**src/rtl/traffic_light_monitor_if.sv**
```systemverilog
// Signal bundle between the lamp/demand observation point and traffic_light_monitor.
// master drives the observed lamps and demand; slave is the monitor itself.
interface traffic_light_monitor_if;
    logic       mon_en;
    logic [2:0] lightA;
    logic [2:0] lightB;
    logic       carA;
    logic       carB;
    logic       err;
    logic [2:0] err_code;
    logic [7:0] err_cnt;
    logic [3:0] grn_cnt_a;
    logic [3:0] grn_cnt_b;

    modport master (
        output mon_en, lightA, lightB, carA, carB,
        input  err, err_code, err_cnt, grn_cnt_a, grn_cnt_b
    );

    modport slave (
        input  mon_en, lightA, lightB, carA, carB,
        output err, err_code, err_cnt, grn_cnt_a, grn_cnt_b
    );
endinterface

```
**src/rtl/traffic_light_monitor.sv**
```systemverilog
// Passive checker for a two-direction traffic light: flags encoding, conflict, sequence and timing violations.
// Optional demand check (code 6) is compiled in with `define TRAFFIC_MON_DEMAND_CHECK_EN.
module traffic_light_monitor #(
    parameter int unsigned MIN_GREEN  = 2,
    parameter int unsigned MAX_YELLOW = 1
) (
    input logic                    clk,
    input logic                    rst,
    traffic_light_monitor_if.slave mon
);

    typedef enum logic [1:0] {
        LT_UNKNOWN = 2'd0,
        LT_RED     = 2'd1,
        LT_YELLOW  = 2'd2,
        LT_GREEN   = 2'd3
    } lamp_e;

    localparam logic [4:0] MIN_GREEN_L  = 5'(MIN_GREEN);
    localparam logic [7:0] MAX_YELLOW_L = 8'(MAX_YELLOW);

    function automatic lamp_e decode(input logic [2:0] lamp);
        case (lamp)
            3'b100:  decode = LT_RED;
            3'b010:  decode = LT_YELLOW;
            3'b001:  decode = LT_GREEN;
            default: decode = LT_UNKNOWN;
        endcase
    endfunction

    function automatic logic seq_ok(input lamp_e from_s, input lamp_e to_s);
        case (from_s)
            LT_GREEN:  seq_ok = (to_s == LT_GREEN) || (to_s == LT_YELLOW);
            // Y->Y is policed by the yellow-duration limit, not as a sequence error.
            LT_YELLOW: seq_ok = (to_s == LT_RED) || (to_s == LT_YELLOW);
            LT_RED:    seq_ok = (to_s == LT_RED) || (to_s == LT_GREEN);
            default:   seq_ok = 1'b1;
        endcase
    endfunction

    lamp_e      trk_q [2];
    lamp_e      trk_d [2];
    logic [3:0] grn_q [2];
    logic [3:0] grn_d [2];
    logic [7:0] yel_q [2];
    logic [7:0] yel_d [2];
    logic       prev_valid_q;
    logic       prev_valid_d;
    logic       err_q;
    logic       err_d;
    logic [2:0] code_q;
    logic [2:0] code_d;
    logic [7:0] cnt_q;
    logic [7:0] cnt_d;

    logic [2:0] light_s [2];
    lamp_e      cur     [2];
    lamp_e      prev    [2];
    logic       illegal;
    logic [6:1] hit;
    logic [2:0] code_now;

`ifdef TRAFFIC_MON_DEMAND_CHECK_EN
    logic [1:0] car_q;
    logic [1:0] car_d;
`else
    logic unused_car;
    assign unused_car = mon.carA ^ mon.carB;
`endif

    assign light_s[0] = mon.lightA;
    assign light_s[1] = mon.lightB;

    always_comb begin
        trk_d        = trk_q;
        grn_d        = grn_q;
        yel_d        = yel_q;
        prev_valid_d = prev_valid_q;
        err_d        = err_q;
        code_d       = code_q;
        cnt_d        = cnt_q;
        hit          = '0;
        code_now     = '0;
        illegal      = 1'b0;
`ifdef TRAFFIC_MON_DEMAND_CHECK_EN
        car_d        = car_q;
`endif
        // An invalid previous sample behaves exactly like an unknown lamp state.
        for (int unsigned i = 0; i < 2; i++) begin
            cur[i]  = decode(light_s[i]);
            prev[i] = prev_valid_q ? trk_q[i] : LT_UNKNOWN;
            if (cur[i] == LT_UNKNOWN) begin
                illegal = 1'b1;
            end
        end

        if (mon.mon_en) begin
            prev_valid_d = 1'b1;
`ifdef TRAFFIC_MON_DEMAND_CHECK_EN
            car_d        = {mon.carA, mon.carB};
`endif
            hit[1] = illegal;
            hit[2] = (cur[0] != LT_RED) && (cur[1] != LT_RED);

            for (int unsigned i = 0; i < 2; i++) begin
                trk_d[i] = illegal ? LT_UNKNOWN : cur[i];

                if (cur[i] == LT_GREEN) begin
                    if (prev[i] == LT_GREEN) begin
                        grn_d[i] = (grn_q[i] == 4'hF) ? grn_q[i] : grn_q[i] + 4'd1;
                    end else begin
                        grn_d[i] = 4'd1;
                    end
                end else begin
                    grn_d[i] = '0;
                end

                if (cur[i] == LT_YELLOW) begin
                    if (prev[i] == LT_YELLOW) begin
                        yel_d[i] = (yel_q[i] == 8'hFF) ? yel_q[i] : yel_q[i] + 8'd1;
                    end else begin
                        yel_d[i] = 8'd1;
                    end
                end else begin
                    yel_d[i] = '0;
                end

                if (!illegal) begin
                    if ((prev[i] != LT_UNKNOWN) && !seq_ok(prev[i], cur[i])) begin
                        hit[3] = 1'b1;
                    end
                    if ((prev[i] == LT_GREEN) && (cur[i] == LT_YELLOW) &&
                        ({1'b0, grn_q[i]} < MIN_GREEN_L)) begin
                        hit[4] = 1'b1;
                    end
                    if (yel_d[i] > MAX_YELLOW_L) begin
                        hit[5] = 1'b1;
                    end
`ifdef TRAFFIC_MON_DEMAND_CHECK_EN
                    if ((prev[i] == LT_GREEN) && (cur[i] == LT_YELLOW) &&
                        (car_q != ((i == 0) ? 2'b01 : 2'b10))) begin
                        hit[6] = 1'b1;
                    end
`endif
                end
            end

            if      (hit[1]) code_now = 3'd1;
            else if (hit[2]) code_now = 3'd2;
            else if (hit[3]) code_now = 3'd3;
            else if (hit[4]) code_now = 3'd4;
            else if (hit[5]) code_now = 3'd5;
            else if (hit[6]) code_now = 3'd6;

            if (code_now != '0) begin
                cnt_d = (cnt_q == 8'hFF) ? cnt_q : cnt_q + 8'd1;
                if (!err_q) begin
                    err_d  = 1'b1;
                    code_d = code_now;
                end
            end
        end else begin
            prev_valid_d = 1'b0;
        end
    end

    always_ff @(posedge clk or negedge rst) begin
        if (!rst) begin
            for (int unsigned i = 0; i < 2; i++) begin
                trk_q[i] <= LT_UNKNOWN;
                grn_q[i] <= '0;
                yel_q[i] <= '0;
            end
            prev_valid_q <= 1'b0;
            err_q        <= 1'b0;
            code_q       <= '0;
            cnt_q        <= '0;
`ifdef TRAFFIC_MON_DEMAND_CHECK_EN
            car_q        <= '0;
`endif
        end else begin
            trk_q        <= trk_d;
            grn_q        <= grn_d;
            yel_q        <= yel_d;
            prev_valid_q <= prev_valid_d;
            err_q        <= err_d;
            code_q       <= code_d;
            cnt_q        <= cnt_d;
`ifdef TRAFFIC_MON_DEMAND_CHECK_EN
            car_q        <= car_d;
`endif
        end
    end

    assign mon.err       = err_q;
    assign mon.err_code  = code_q;
    assign mon.err_cnt   = cnt_q;
    assign mon.grn_cnt_a = grn_q[0];
    assign mon.grn_cnt_b = grn_q[1];

endmodule

```
**src/flat_wrapper.sv**
```systemverilog
// flat-port wrapper written by rule: the top's interface ports become plain ports
module traffic_light_monitor_flat 
#(
    parameter int unsigned MIN_GREEN  = 2,
    parameter int unsigned MAX_YELLOW = 1
)
  (clk, rst, mon_mon_en, mon_lightA, mon_lightB, mon_carA, mon_carB, mon_err, mon_err_code, mon_err_cnt, mon_grn_cnt_a, mon_grn_cnt_b);
  traffic_light_monitor_if mon_i ();
  input logic clk;
  input logic rst;
  input wire logic [$bits(mon_i.mon_en)-1:0] mon_mon_en;
  input wire logic [$bits(mon_i.lightA)-1:0] mon_lightA;
  input wire logic [$bits(mon_i.lightB)-1:0] mon_lightB;
  input wire logic [$bits(mon_i.carA)-1:0] mon_carA;
  input wire logic [$bits(mon_i.carB)-1:0] mon_carB;
  output wire logic [$bits(mon_i.err)-1:0] mon_err;
  output wire logic [$bits(mon_i.err_code)-1:0] mon_err_code;
  output wire logic [$bits(mon_i.err_cnt)-1:0] mon_err_cnt;
  output wire logic [$bits(mon_i.grn_cnt_a)-1:0] mon_grn_cnt_a;
  output wire logic [$bits(mon_i.grn_cnt_b)-1:0] mon_grn_cnt_b;
  assign mon_i.mon_en = mon_mon_en;
  assign mon_i.lightA = mon_lightA;
  assign mon_i.lightB = mon_lightB;
  assign mon_i.carA = mon_carA;
  assign mon_i.carB = mon_carB;
  assign mon_err = mon_i.err;
  assign mon_err_code = mon_i.err_code;
  assign mon_err_cnt = mon_i.err_cnt;
  assign mon_grn_cnt_a = mon_i.grn_cnt_a;
  assign mon_grn_cnt_b = mon_i.grn_cnt_b;
  traffic_light_monitor #(.MIN_GREEN(MIN_GREEN), .MAX_YELLOW(MAX_YELLOW)) u_core (.clk(clk), .rst(rst), .mon(mon_i));
endmodule
```
**config.mk**
```make
export PLATFORM = sky130hd
export DESIGN_NAME = traffic_light_monitor_flat
export DESIGN_NICKNAME = d
export VERILOG_FILES = /design/src/rtl/traffic_light_monitor_if.sv /design/src/rtl/traffic_light_monitor.sv /design/src/flat_wrapper.sv
export SDC_FILE = /design/constraint.sdc
export NUM_CORES = 1
export LEC_CHECK = 0
export CAP_MARGIN = 20
export CORE_ASPECT_RATIO = 1.5
export CORE_MARGIN = 2
export CORE_UTILIZATION = 40
export CTS_CLUSTER_DIAMETER = 120
export DETAILED_ROUTE_END_ITERATION = 7
export DONT_BUFFER_PORTS = 1
export SYNTH_ARGS = -nofsm -noshare
export SYNTH_HDL_FRONTEND = slang
export SYNTH_SLANG_ARGS = --single-unit
```
**constraint.sdc**
```tcl
create_clock -name clk -period 5.91 [get_ports clk]
set_clock_uncertainty 0.15 [all_clocks]
set_input_delay 0.8865 -clock clk [delete_from_list [all_inputs] [get_ports clk]]
set_output_delay 0.8865 -clock clk [all_outputs]
set_load 0.05 [all_outputs]
```
==> qor.csv, run 1 <==
stage,metric,value,unit
outcome,outcome,"finished, final reports clean",
clocking,post-cts-setup-buffers,0,
place,hpwl,4370,microns
place,globalplace.congestion,0.781,
flow_run,max_cap_violations,0,
route,drc,0,
synth,syn_nets,342,
clocking,cts.sinks,41,
final_layout,final_nets,338,
timing,min_period,3.15,ns
route,dr_wl_met3,198,microns
clocking,ctsHoldBuffers,0,
timing,setup_viol,0,
power,ir_drop,258,uV
route,wl_met1,2520,microns
synth,ys_seq_elements,41,
route,drtIter0Drc,87,
global_routing,grtUsageTotal,17.2,%
route,top_layer_used,met4,
timing,tightestPinTransition,0.847,ns
route,ant_nets,0,
global_routing,first_global_vias,2304,
clocking,post_cts_resized,0,
timing,setup_ws,2.76,ns
global_routing,grt-ovfl-total,0,
synth,synth_cell_type_count,58,
clocking,cts_made_buffers,5,
synth,yosys_warnings,0,
floorplanning,die_x,71.8,microns
setup_path,crit_required,5.94,ns
route,route.vias.total,2332,
timing,clock.fmax,0.317,GHz
setup_path,cp-end-kind,register,
clocking,cts_tree,done,
synth,synthCells,317,
synth,synth-main-ff-cell,dfrtp_1,
global_routing,grt_max_degree,49,
floorplanning,coreArea,6760,sq um
final_layout,final_cell_mix,"41 x dfrtp_1, 37 x a21oi_1, 33 x nand2_1",
power,total_power,750,uW
setup_path,cp-start-kind,register,
setup_path,path_max_fanout,9,
floorplanning,dieArea,7590,sq um
floorplanning,initial_core_util,40.8,%
place,pre_cts_ws,2.51,ns
route,wl_met2,3200,microns
synth,synthesis.area,2760,sq um
setup_path,path_class,reg2reg,
global_routing,antenna_found_initial,0,
clocking,clk_pin_slew,0.08,ns
synth,synth-edff-count,0,
floorplanning,ios,31,
clocking,h-tree-depth,2,
clocking,clockRootBuffer,clkbuf_8,
synth,syn_area_per_cell,8.70,sq um
setup_path,r2r_slack,2.76,ns
final_layout,antenna_cells,0,
floorplanning,die_y,106,microns
final_layout,drive_gt1_share,6.07,%
final_layout,area_growth,5.54,%
route,via_per_inst,5.96,
place,port_buffers,0,
floorplanning,rows,37,
route,post_drt_wl_per_cell,15.4,microns
timing,min_period_over_period,53.4,%
synth,yosysSeqAreaShare,37.2,%
timing,rsz0062_at_grt,no,
timing,finalMaxSlewViolations,0,
synth,synthArstFlopShare,100,%
setup_path,arrival,3.18,ns
clocking,clockBufferDepth,2,
worst_hold_path,worstHoldPathType,in2async,
final_layout,final_common_cell,dfrtp_1,
route,first_pass_iters,5,
timing,hold_violations,0,
timing,setup_tns,0,ns
timing,whs,0.127,ns
power,power_density,258,nW/um^2
global_routing,grt_first_pass_wirelength,10500,microns
route,wirelength,6010,microns
final_layout,final_util,43.1,%
clocking,clk_latency,0.29,ns
power,power.leakage,0.00120,uW
timing,relSlewSlack,43.4,%
==> power by group <==
group	switching (uW)	internal [uW]	leakage (uW)	total, uW
Clock	98.1	123	0.0000540	221
Combinational	36.4	40.3	0.000609	76.7
Sequential	143	309	0.000537	452
Total	278	472	0.00120	750
==> worst paths after layout <==
| path | from | cells after the start | endpoint |
|---|---|---|---|
| worst max register to register | u_core.prev_valid_q$_DFF_PN0_ | 9 | u_core.mon.err_cnt[6]$_DFFE_PN0P_ |
| worst min-delay path | rst | 0 | u_core.mon.grn_cnt_b[0]$_DFFE_PN0P_ |
| min in group clk | u_core.trk_q[2]$_DFFE_PN0P_ | 1 | u_core.trk_q[2]$_DFFE_PN0P_ |
| max in group asynchronous | rst | 0 | u_core.yel_q[6]$_DFFE_PN0P_ |
| worst min register to register | u_core.trk_q[2]$_DFFE_PN0P_ | 1 | u_core.trk_q[2]$_DFFE_PN0P_ |
| worst max-delay path | u_core.prev_valid_q$_DFF_PN0_ | 9 | u_core.mon.err_cnt[6]$_DFFE_PN0P_ |
==> sequential cells by signal, summed over array words and instances, names as in the netlist <==
name / count
u_core.mon.err_code: 3
u_core.mon.grn_cnt_b: 4
u_core.mon.err: 1
u_core.mon.err_cnt: 8
u_core.mon.grn_cnt_a: 4
u_core.prev_valid_q: 1
u_core.trk_q: 4
u_core.yel_q: 16
==> critical path, stage by stage (launching register included) <==
cell,delay (ns)
dfrtp_1,0.40
and2_1,0.19
inv_1,0.09
ha_1,0.19
or3_1,0.34
a31oi_1,0.21
o2bb2ai_1,0.16
nor4b_2,0.79
a21oi_1,0.17
mux2_1,0.34
==> cell type report <==
type | count | area [sq um]
Fill cell | 688 | 3850
Multi-Input combinational cell | 253 | 1640
Sequential cell | 41 | 1030
Tap cell | 78 | 97.6
Clock buffer | 5 | 68.8
Inverter | 12 | 45.0
Clock inverter | 2 | 35.0
==> metrics by stage <==
stage / area (sq um) / std cells
final: 2910 / 391
after floorplan: 2760 / 317
after global routing: 2910 / 391
after CTS: 2910 / 391
after global placement: 2810 / 384
after detailed placement: 2810 / 384
==> synth_stat cells, types with 3 or more instances <==
cell type,count,area [sq um]
a211oi_1,3,22.5
and3_1,5,31.3
buf_2,3,15.0
and2_1,7,43.8
xor2_1,7,61.3
o31ai_1,3,22.5
nand4_1,8,50.1
clkbuf_1,5,18.8
ha_1,14,175
nand2_1,33,124
and4_1,3,26.3
a21oi_1,37,185
a31oi_1,3,18.8
dfrtp_1,41,1030
nor3_1,5,25.0
nand3_1,19,95.1
inv_1,11,41.3
nor2_1,20,75.1
mux2_2,3,33.8
mux2_1,5,56.3
o21ai_0,25,125
nand2b_1,11,68.8
==> cells by family (layout without fill, tap and decap cells) <==
kind of cell             Yosys count  after routing  synth area share (%)
multiplexers                      10             10                  3.99
AO/OA/AOI/OAI                     93             93                  20.8
buffers and inverters             23             19                  3.40
adder cells (fa/ha/maj)           14             14                  6.35
flip-flops                        41             41                  37.2
AND/OR/NAND/NOR                  127            127                  25.4
XOR/XNOR                           9              9                  2.86
==> per-layer routing <==
layer,vias up,GRT usage (%)
met3,6,3.54
met5,-,0
met2,32,31.0
met4,0,6.20
li1,1155,-
met1,1139,19.5
No activity file was read; power rests on OpenSTA's default activity.
==> inputs of run 2 (changes only) <==
Clock period 5.91 ns to 3.3 ns, I/O delays scaled along.
==> run 2 against run 1 <==
Via count grew 2.3%. Maximum frequency grew 11%. Global-route usage grew 0.70 points. Worst hold slack lost 0.057 ns. Wire length grew 4.3%. Largest power group unchanged. Highest routed layer unchanged.
==> qor.csv, run 2 (synthesis results as in run 1) <==
stage,metric,value,unit,change
timing,hold_violations,0,,unchanged
global_routing,grt_max_degree,49,,unchanged
setup_path,reg2regPathDepth,9,,unchanged
place,port_buffers,0,,unchanged
clocking,cts_made_buffers,5,,unchanged
floorplanning,die_x,71.8,microns,unchanged
place,hpwl,4500,microns,+3.0%
timing,clock.fmax,0.352,GHz,+11%
final_layout,area_growth,9.35,%,
timing,min_period,2.84,ns,-0.311 ns
route,drtIter0Drc,142,,+63%
setup_path,worstReg2RegEnd,u_core.mon.err_cnt[7]$_DFFE_PN0P_,,
final_layout,final_nets,349,,+3.3%
setup_path,path_max_fanout,10,,+1
floorplanning,rows,37,,unchanged
route,wirelength,6270,microns,+4.3%
setup_path,cp-startpoint,u_core.yel_q[8]$_DFFE_PN0P_,,
setup_path,cp-end-kind,register,,
floorplanning,initial_core_util,40.8,%,unchanged
place,globalplace.congestion,0.848,,+8.6%
timing,setup_viol,0,,unchanged
route,via_per_inst,5.94,,-0.48%
timing,rsz0062_at_grt,no,,
timing,finalMaxSlewViolations,0,,unchanged
floorplanning,die_y,106,microns,unchanged
place,dp.cells,393,,+2.3%
clocking,clk_latency,0.30,ns,about the same
setup_path,crit_required,3.31,ns,-2.63 ns
final_layout,final_cell_mix,"41 x dfrtp_1, 37 x a21oi_1, 33 x nand2_1",,
worst_hold_path,worstHoldPathType,in2reg,,
clocking,cts_tree,done,,
route,route.vias.total,2386,,+2.3%
clocking,ctsHoldBuffers,2,,+2
setup_path,arrival,2.85,ns,-0.33 ns
global_routing,antenna_found_initial,0,,unchanged
setup_path,reg2reg_from,u_core.yel_q[8]$_DFFE_PN0P_,,
timing,min_period_over_period,86.2,%,+33 points
clocking,clockRootBuffer,clkbuf_8,,
timing,setup_tns,0,ns,unchanged
route,drc,0,,unchanged
power,ir_drop,356,uV,+38%
final_layout,largest_reg_flops,16,,unchanged
clocking,post_cts_resized,0,,unchanged
route,ant_nets,0,,unchanged
global_routing,grt_first_pass_wirelength,10900,microns,+3.6%
clocking,h-tree-depth,2,,unchanged
floorplanning,coreArea,6760,sq um,unchanged
setup_path,cp-start-kind,register,,
clocking,clockBufferDepth,2,,unchanged
power,power_density,456,nW/um^2,+77%
global_routing,first_global_vias,2381,,+3.3%
floorplanning,ios,31,,unchanged
final_layout,drive_gt1_share,8.95,%,+2.9 points
final_layout,antenna_cells,0,,unchanged
global_routing,grtUsageTotal,17.9,%,+0.70 points
outcome,outcome,"finished, final reports clean",,
final_layout,fin_cells,402,,+2.8%
floorplanning,dieArea,7590,sq um,unchanged
flow_run,max_cap_violations,0,,unchanged
route,first_pass_iters,4,,-1
timing,relSlewSlack,57.4,%,+14 points
setup_path,path_class,reg2reg,,
setup_path,r2r_slack,0.46,ns,-2.30 ns
clocking,clk_pin_slew,0.08,ns,about the same
timing,tightestPinTransition,0.640,ns,-0.208 ns
global_routing,grt-ovfl-total,0,,unchanged
route,post_drt_wl_per_cell,15.6,microns,+1.4%
final_layout,final_common_cell,dfrtp_1,,
clocking,post-cts-setup-buffers,0,,unchanged
clocking,cts.sinks,41,,unchanged
setup_path,crit_end,u_core.mon.err_cnt[7]$_DFFE_PN0P_,,
final_layout,largest-register,u_core.yel_q,,
power,power.leakage,0.00126,uW,+5.2%
==> run 2: how the worst min path moves through the flow <==
stage	startpoint	end	slack (ns)	cells past startpoint
2_1_floorplan	rst	u_core.mon.err$_DFFE_PN0P_	0.05	0
3_3_place_gp	rst	u_core.mon.err_code[1]$_DFFE_PN0P_	0.05	0
5_1_grt	mon_mon_en	u_core.prev_valid_q$_DFF_PN0_	0.06	0
6_report	mon_mon_en	u_core.prev_valid_q$_DFF_PN0_	0.07	0
4_1_cts	mon_mon_en	u_core.prev_valid_q$_DFF_PN0_	0.06	0
3_5_place_dp	rst	u_core.mon.err_code[1]$_DFFE_PN0P_	0.05	0
==> run 2: final cells by class <==
cell class	count	area [sq um]
Fill cell	687	3740
Tap cell	78	97.6
Timing Repair Buffer	11	105
Clock buffer	5	68.8
Sequential cell	41	1030
Clock inverter	2	35.0
Inverter	12	45.0
Multi-Input combinational cell	253	1640
==> run 2: power breakdown <==
group	switching, uW	internal, uW
clock	175	220
sequential	228	554
combinational	110	86.5
total	513	860
==> run 2: through the flow <==
| step | utilization, % | area [sq um] | hold WS [ns] | total power (uW) | setup slack, ns |
|---|---|---|---|---|---|
| 5_1_grt | 44.6 | 3020 | 0.0562 | 1440 | 0.281 |
| 3_3_place_gp | 42.5 | 2870 | 0.0505 | 968 | 0.538 |
| 3_5_place_dp | 42.5 | 2870 | 0.0503 | 976 | 0.422 |
| 4_1_cts | 44.6 | 3020 | 0.0591 | 1390 | 0.415 |
| 6_report | 44.6 | 3020 | 0.0702 | 1370 | 0.456 |
| 2_1_floorplan | - | 2760 | 0.0494 | 927 | 0.555 |
==> run 2: routing by layer <==
layer	part of all wire, %	global-route usage [%]	vias to the layer above
met5	0	0	-
met4	2.1	7.82	0
met3	4.3	4.30	11
met2	53	31.7	61
met1	40	19.8	1135
li1	-	-	1179
==> run 2: worst max-delay path, stage by stage, from the launching register on <==
cell and delay, ns:
dfrtp_1 0.44, ha_1 0.32, and4_1 0.29, and4b_1 0.19, nor3_1 0.21, a2111o_1 0.20
nor4_4 0.04, buf_4 0.18, a2111oi_0 0.56, xor2_1 0.12
==> inputs of run 3 (changes only) <==
Settings changed: GPL_TIMING_DRIVEN set to 0.
==> run 3 against run 2 <==
Sequential cell count unchanged. Count of clock-buffer cells in the layout is 2 higher. Die area unchanged. Total power is 3.5% lower. Wire length is 5.8% higher. Via count is 0.67% higher. Combinational power is 13% lower. Non-clock buffer count grew 2. Critical path depth is 1 lower. Largest power group unchanged. Sequential power is 3.8% higher.
==> qor.csv, run 3 (synthesis results as in run 1) <==
stage,metric,value,unit,change
outcome,outcome,"finished, final reports clean",,
place,dp.cells,395,,+0.51%
final_layout,drive_gt1_share,7.06,%,-1.9 points
route,wirelength,6630,microns,+5.8%
clocking,clockRootBuffer,clkbuf_8,,
route,first_pass_iters,4,,unchanged
global_routing,first_global_vias,2428,,+2.0%
clocking,clk_pin_slew,0.08,ns,about the same
place,hpwl,4840,microns,+7.4%
floorplanning,coreArea,6760,sq um,unchanged
power,power.leakage,0.00124,uW,-1.5%
setup_path,path_max_fanout,10,,unchanged
floorplanning,die_y,106,microns,unchanged
final_layout,fin_cells,404,,+0.50%
timing,setup_tns,0,ns,unchanged
global_routing,antenna_found_initial,0,,unchanged
clocking,cts_tree,done,,
timing,min_period,3.08,ns,+0.233 ns
final_layout,largest-register,u_core.yel_q,,
final_layout,antenna_cells,0,,unchanged
power,power_density,444,nW/um^2,-2.6%
clocking,cts.sinks,41,,unchanged
floorplanning,rows,37,,unchanged
timing,tightestPinTransition,0.659,ns,+0.0192 ns
final_layout,final_common_cell,dfrtp_1,,
route,route.vias.total,2402,,+0.67%
clocking,h-tree-depth,2,,unchanged
route,drc,0,,unchanged
clocking,cts_made_buffers,5,,unchanged
final_layout,final_nets,351,,+0.57%
timing,setup_viol,0,,unchanged
global_routing,grt-ovfl-total,0,,unchanged
floorplanning,die_x,71.8,microns,unchanged
worst_hold_path,worstHoldPathType,in2reg,,
place,port_buffers,0,,unchanged
setup_path,cp-end-kind,register,,
clocking,clockBufferDepth,2,,unchanged
final_layout,area_growth,8.35,%,
worst_hold_path,hold_path_depth,0,,unchanged
route,via_per_inst,5.95,,+0.17%
floorplanning,dieArea,7590,sq um,unchanged
setup_path,arrival,3.10,ns,+0.25 ns
setup_path,reg2regPathDepth,8,,-1
setup_path,path_class,reg2reg,,
floorplanning,ios,31,,unchanged
setup_path,cp-start-kind,register,,
timing,relSlewSlack,55.7,%,-1.6 points
clocking,clk_latency,0.30,ns,about the same
global_routing,grt_first_pass_wirelength,11500,microns,+5.5%
clocking,post-cts-setup-buffers,0,,unchanged
route,drtIter0Drc,245,,+73%
route,post_drt_wl_per_cell,16.4,microns,+5.3%
floorplanning,initial_core_util,40.8,%,unchanged
global_routing,grtUsageTotal,19.0,%,+1.1 points
timing,finalMaxSlewViolations,0,,unchanged
flow_run,max_cap_violations,0,,unchanged
final_layout,largest_reg_flops,16,,unchanged
timing,clock.fmax,0.325,GHz,-7.6%
timing,rsz0062_at_grt,no,,
place,globalplace.congestion,0.788,,-7.1%
timing,hold_violations,0,,unchanged
route,ant_nets,0,,unchanged
setup_path,crit_required,3.33,ns,+0.02 ns
timing,min_period_over_period,93.2,%,+7.0 points
power,ir_drop,369,uV,+3.9%
final_layout,final_cell_mix,"41 x dfrtp_1, 37 x a21oi_1, 33 x nand2_1",,
global_routing,grt_max_degree,42,,-14%
[run 3: cell types whose count changed in the layout (fill, tap and decap cells not counted), moves of 2 or more]
cell	change
buf_2	+3
buf_1	+2
clkbuf_1	+6
buf_4	-8
[run 3: routing by layer]
metal	vias up	global-route usage, %	wire (microns)
met5	-	0	0
met3	10	4.49	249
met1	1167	20.5	2730
li1	1177	-	-
met4	0	6.87	131
met2	48	34.9	3520
[run 3: worst paths after layout]
kind	from	endpoint	slack [ns]
max in group asynchronous	rst	u_core.prev_valid_q$_DFF_PN0_	2.25
hold reg to reg	u_core.trk_q[2]$_DFFE_PN0P_	u_core.trk_q[2]$_DFFE_PN0P_	0.35
hold / removal	mon_mon_en	u_core.prev_valid_q$_DFF_PN0_	0.08
setup / recovery	u_core.yel_q[8]$_DFFE_PN0P_	u_core.mon.err_cnt[1]$_DFFE_PN0P_	0.22
min in group asynchronous	rst	u_core.mon.grn_cnt_b[0]$_DFFE_PN0P_	0.56
setup reg to reg	u_core.yel_q[8]$_DFFE_PN0P_	u_core.mon.err_cnt[1]$_DFFE_PN0P_	0.22
[run 3: stage by stage]
step                      cell area, sq um  setup WS [ns]  power, uW  util, %  hold slack [ns]
after detailed placement              2860          0.141        978     42.2           0.0505
after CTS                             2980          0.122       1340     44.1           0.0670
after global placement                2860          0.121        974     42.2           0.0503
final                                 2990          0.224       1330     44.2           0.0770
after floorplan                       2760          0.555        927        -           0.0494
after global routing                  2990         0.0197       1390     44.2           0.0581
[run 3: area by class of cell]
class,count,area (sq um)
Clock buffer,7,86.3
Sequential cell,41,1030
Tap cell,78,97.6
Buffer,11,48.8
Timing Repair Buffer,2,37.5
Multi-Input combinational cell,253,1650
Fill cell,699,3770
Inverter,12,45.0
[run 3: power breakdown]
group          internal [uW]  switching [uW]  total (uW)  leakage [uW]
clock                    166             176         342     0.0000443
combinational           78.4            93.0         171      0.000662
sequential               553             259         812      0.000537
[run 3: critical path: stages (launching register included)]
cell      delay [ns]
dfrtp_1         0.45
ha_1            0.32
and4_1          0.33
and4b_1         0.21
nor3_1          0.05
a2111o_1        0.43
nor4_4          0.51
a21oi_2         0.16
mux2_1          0.33
[run 3: timing repair]
action,in CTS,in global routing
hold endpoints to repair,41,0
hold buffers,2,0
gates resized for setup,0,1
endpoints found under the setup margin,0,6
